==> src/rtl/bit_scan16_pkg.sv <==
// bit_scan_pkg: shared widths, FSM states and helpers for the set-bit scanner
package bit_scan_pkg;
    localparam int WIDTH = 16;
    localparam int IDX_W = $clog2(WIDTH);
    typedef enum logic {IDLE, EMIT} state_t;
    function automatic logic onehot_or_zero(input logic [WIDTH-1:0] v);
        return (v & (v - WIDTH'(1))) == '0;
    endfunction
endpackage

==> src/rtl/bit_scan16_if.sv <==
// bit_scan16_if: input word handshake plus output index beat handshake
interface bit_scan16_if;
    import bit_scan_pkg::*;
    logic             in_valid;
    logic             in_ready;
    logic [WIDTH-1:0] in_data;
    logic             out_valid;
    logic             out_ready;
    logic [IDX_W-1:0] out_idx;
    logic             out_last;
    logic             out_zero;
    logic             busy;
    modport slave (
        input  in_valid, in_data, out_ready,
        output in_ready, out_valid, out_idx, out_last, out_zero, busy
    );
    modport master (
        output in_valid, in_data, out_ready,
        input  in_ready, out_valid, out_idx, out_last, out_zero, busy
    );
endinterface

==> src/rtl/bit_scan16_prio_enc16.sv <==
// prio_enc16: combinational lowest-set-bit priority encoder
module prio_enc16
    import bit_scan_pkg::*;
(
    input  logic [WIDTH-1:0] vec,
    output logic [IDX_W-1:0] idx,
    output logic             found
);
    always_comb begin
        idx = '0;
        found = 1'b0;
        for (int i = WIDTH - 1; i >= 0; i--)
            if (vec[i]) begin
                idx = IDX_W'(i);
                found = 1'b1;
            end
    end
endmodule

==> src/rtl/bit_scan16.sv <==
// bit_scan16: emits the index of every set bit of an accepted word, lowest first
module bit_scan16
    import bit_scan_pkg::*;
(
    input logic         clk,
    input logic         rst,
    bit_scan16_if.slave bus
);
    state_t           state, state_nx;
    logic [WIDTH-1:0] rem;
    logic             zero_q;
    logic [IDX_W-1:0] enc_idx;
    logic             found;
    logic             emit;
    prio_enc16 u_enc (.vec(rem), .idx(enc_idx), .found(found));
    assign emit = state == EMIT;
    always_comb begin
        bus.in_ready  = !emit;
        bus.out_valid = emit;
        bus.busy      = emit;
        bus.out_zero  = emit && zero_q;
        bus.out_idx   = (emit && found && !zero_q) ? enc_idx : '0;
        bus.out_last  = emit && (zero_q || onehot_or_zero(rem));
        state_nx      = state;
        if (!emit && bus.in_valid)
            state_nx = EMIT;
        else if (emit && bus.out_ready && bus.out_last)
            state_nx = IDLE;
    end
    // accept and beat handshakes are mutually exclusive: each exists in only one state
    always_ff @(posedge clk) begin
        if (rst) begin
            state  <= IDLE;
            rem    <= '0;
            zero_q <= 1'b0;
        end else begin
            state <= state_nx;
            if (bus.in_valid && bus.in_ready) begin
                rem    <= bus.in_data;
                zero_q <= bus.in_data == '0;
            end else if (bus.out_valid && bus.out_ready)
                rem <= rem & ~(WIDTH'(1) << bus.out_idx);
        end
    end
endmodule

==> src/flat_wrapper.sv <==
// flat-port wrapper written by rule: the top's interface ports become plain ports
module bit_scan16_flat import bit_scan_pkg::*;
  (clk, rst, bus_in_valid, bus_in_data, bus_out_ready, bus_in_ready, bus_out_valid, bus_out_idx, bus_out_last, bus_out_zero, bus_busy);
  bit_scan16_if bus_i ();
  input logic clk;
  input logic rst;
  input wire logic [$bits(bus_i.in_valid)-1:0] bus_in_valid;
  input wire logic [$bits(bus_i.in_data)-1:0] bus_in_data;
  input wire logic [$bits(bus_i.out_ready)-1:0] bus_out_ready;
  output wire logic [$bits(bus_i.in_ready)-1:0] bus_in_ready;
  output wire logic [$bits(bus_i.out_valid)-1:0] bus_out_valid;
  output wire logic [$bits(bus_i.out_idx)-1:0] bus_out_idx;
  output wire logic [$bits(bus_i.out_last)-1:0] bus_out_last;
  output wire logic [$bits(bus_i.out_zero)-1:0] bus_out_zero;
  output wire logic [$bits(bus_i.busy)-1:0] bus_busy;
  assign bus_i.in_valid = bus_in_valid;
  assign bus_i.in_data = bus_in_data;
  assign bus_i.out_ready = bus_out_ready;
  assign bus_in_ready = bus_i.in_ready;
  assign bus_out_valid = bus_i.out_valid;
  assign bus_out_idx = bus_i.out_idx;
  assign bus_out_last = bus_i.out_last;
  assign bus_out_zero = bus_i.out_zero;
  assign bus_busy = bus_i.busy;
  bit_scan16 u_core (.clk(clk), .rst(rst), .bus(bus_i));
endmodule
==> config.mk <==
export PLATFORM = sky130hd
export DESIGN_NAME = bit_scan16_flat
export DESIGN_NICKNAME = d
export VERILOG_FILES = /design/src/rtl/bit_scan16_pkg.sv /design/src/rtl/bit_scan16_if.sv /design/src/rtl/bit_scan16_prio_enc16.sv /design/src/rtl/bit_scan16.sv /design/src/flat_wrapper.sv
export SDC_FILE = /design/constraint.sdc
export NUM_CORES = 1
export LEC_CHECK = 0
export CAP_MARGIN = 20
export CORE_MARGIN = 1.5
export CORE_UTILIZATION = 50
export DETAILED_ROUTE_END_ITERATION = 10
export PLACE_DENSITY = 0.79
export SYNTH_ARGS = -nofsm -noshare
export SYNTH_HDL_FRONTEND = slang
export SYNTH_SLANG_ARGS = --single-unit
==> constraint.sdc <==
create_clock -name clk -period 3.1 [get_ports clk]
set_input_delay 0.62 -clock clk [delete_from_list [all_inputs] [get_ports clk]]
set_output_delay 0.62 -clock clk [all_outputs]
set_load 0.01 [all_outputs]
==> impl_results.md <==
* Leak Pwr at 0.000633 uW
* Min-delay worst type: reg2reg
* Worst R2R Start: u_core.rem[8]$_SDFFE_PP0P_
* Worst skew pair latency at 0.30 ns
* Vias at 1715
* Post-synth top flop: dfxtp_1
* Fmax at 0.328 GHz
* # fillers at 212
* Cell area after synthesis at 1320 sq um
* Root Buffer: clkbuf_4
* Port Buffer Count at 28
* Average cell area after synthesis at 7.48 sq um
* Layout overhead on the synthesized area at 30.9%
* WHS Endpoint: u_core.zero_q$_SDFFE_PP0P_
* FF+latch count, synth at 18
* Congestion Overflow GR at 0
* First-pass GRT wire length at 7190 um
* Max FO, Critical Path at 6
* Non-filler cells, final at 238
* Hold buffer count at CTS at 0
* Antenna diode count at 0
* Final Hold Vio Count at 0
* Core Area at 2500 sq um
* CTS max path bufs at 2
* Die Span Y at 54.5 um
* Worst-case reg-to-reg path depth at 6
* Min-Delay Startpoint: u_core.zero_q$_SDFFE_PP0P_
* Most Crowded Layer GR: met2
* Routed len/inst at 20.5 um
* Worst endpoint required time at 2.48 ns
* H-Tree Depth at 1
* Post-synth EDFFs at 0
* Share of cells above drive strength 1 at 0.163
* Commonest cells after routing, fill and taps aside: clkdlybuf4s50_1 (26), buf_4 (17), dfxtp_1 (17)
* Clock Skew at 0.00791 ns
* WP data arrival at 2.43 ns
* Worst Max-Slew Pin Slew at 0.738 ns
* Met1 usage at 0.483
* Final period util at 0.983
* Die Area at 2970 sq um
* Chip width at 54.5 um
* Ys async rst share at 0
* DR iter-0 viols at 151
* RR Endpoint: u_core.rem[14]$_SDFFE_PP0P_
* Syn_nets at 197
* DP Cell Count at 234
* Place WS at 0.102 ns
* Starting Density at 0.530
* Post-DP Area at 1670 sq um
* Placement Rows at 18
* DRC violations left at 0
* Num CTS Buffers at 3
* CTS tree: done
* Worst hold stages at 2
* NumNets Final at 230
* Yosys warning count at 0
* CTS sink count at 18
* Vias per inst at 7.21
* Post-Synthesis Cells at 177
* Antenna Violating Nets Remaining at 0
* Clock transition at path regs at 0.11 ns
* RD Place Congestion at 0.997
* Multi-input gate area at 870 sq um
* Worst setup SP type: register
* Worst Setup End Kind: output port
* Most common cell after layout, fill and taps aside: clkdlybuf4s50_1
* Register area at 364 sq um
* WL final at 4880 um
* Final Setup Violations at 0
* Tot GR Track Use at 0.349
* Power Density at 426 nW/um^2
* M3 GR Usage at 0.0683
* Vias in the first global route at 1430
* Slew Limit Headroom at 0.506
* Initial antenna violation count at 0
* Status: finished clean
* Flop-to-flop setup slack at 0.90 ns
* Post-DP HPWL at 3510 um
* Fin crit period at 3.05 ns
* Post-Route Utilization at 0.693
* DRT Pass-1 Iters at 5
* Critical path type: reg2out
* Sequential fraction of the synthesis area at 0.272
* Unique cell type count in the Yosys netlist at 41
* Maximum VDD drop at 0.344 mV
* Worst setup margin at 0.0515 ns
* Top-Level Pins at 29
* Max-slew violation count at 0
* Met2 Use GR at 0.550
* Final Cell Area at 1730 sq um
* Largest net degree at the start of global routing at 20
* Max_cap viols at 0
cell usage after synthesis (3+ instances only):
cell	number	area [sq um]
a21oi_1	14	70.1
nand2_1	15	56.3
buf_2	5	25.0
nand4_1	3	18.8
a211oi_1	3	22.5
o21ai_1	8	40.0
o311ai_1	8	70.1
inv_1	9	33.8
clkbuf_1	8	30.0
nor4_1	10	62.6
nor3_1	4	20.0
nand3_1	3	15.0
o22ai_1	3	18.8
o21ai_0	3	15.0
nor2_1	16	60.1
a22oi_1	13	97.6
dfxtp_1	18	360
nand2b_1	3	18.8
how the worst max path moves through the flow:
stage                                     from  cells after the start              to
floorplan           u_core.rem[1]$_SDFFE_PP0P_                      7    bus_out_last
finish              u_core.rem[0]$_SDFFE_PP0P_                      7    bus_out_last
detailed placement  u_core.rem[0]$_SDFFE_PP0P_                      7    bus_out_last
global route        u_core.rem[0]$_SDFFE_PP0P_                      5  bus_out_idx[3]
CTS                 u_core.rem[0]$_SDFFE_PP0P_                      7    bus_out_last
global placement    u_core.rem[0]$_SDFFE_PP0P_                      7    bus_out_last
report_power, final:
part           internal [uW]  switching, uW  total [uW]
sequential               247           21.6         269
clock                   45.4           75.4         121
combinational            154            195         349
total                    447            292         739
critical path, cell delays in order (launching register included):
cell	delay [ns]
dfxtp_4	0.38
or4_4	0.59
nor3_4	0.26
a21oi_2	0.12
a2111oi_4	0.31
o311ai_2	0.17
a21oi_1	0.15
clkbuf_2	0.14
cell families after synthesis:
family / after synthesis / share of synthesized area
AO/OA/AOI/OAI: 69 / 0.378
AND/OR/NAND/NOR: 64 / 0.254
buffers and inverters: 26 / 0.0955
flip-flops: 18 / 0.272
registers in the layout, indices dropped and copies added (netlist names):
name             count
u_core.rem          16
u_core.bus.busy      1
u_core.zero_q        1
area by class of cell:
class	instances	share of cell area
sequential	18	0.210
clock buffer	3	0.0130
timing repair buffer	45	0.234
tap	30	0.0217
inverter	9	0.0195
multi-input combinational	133	0.502
timing repair:
item	CTS	global route
setup buffers	0	1
setup endpoints to repair	1	2
resized for setup	1	11
pin swaps	1	4
cloned	0	0
metal layers:
layer  wire, um  vias to the layer above
met5          0                        -
met4        156                        0
met3        695                       26
met2       2240                      161
met1       1790                      775
li1           -                      753
through the flow:
stage | total power [uW] | setup TNS, ns | hold WS (ns)
global route | 773 | -0.0817 | 0.595
finish | 739 | 0 | 0.539
floorplan | 466 | 0 | 0.468
global placement | 587 | 0 | 0.511
CTS | 701 | 0 | 0.548
detailed placement | 588 | 0 | 0.530
No activity file was read; power rests on OpenSTA's default activity.
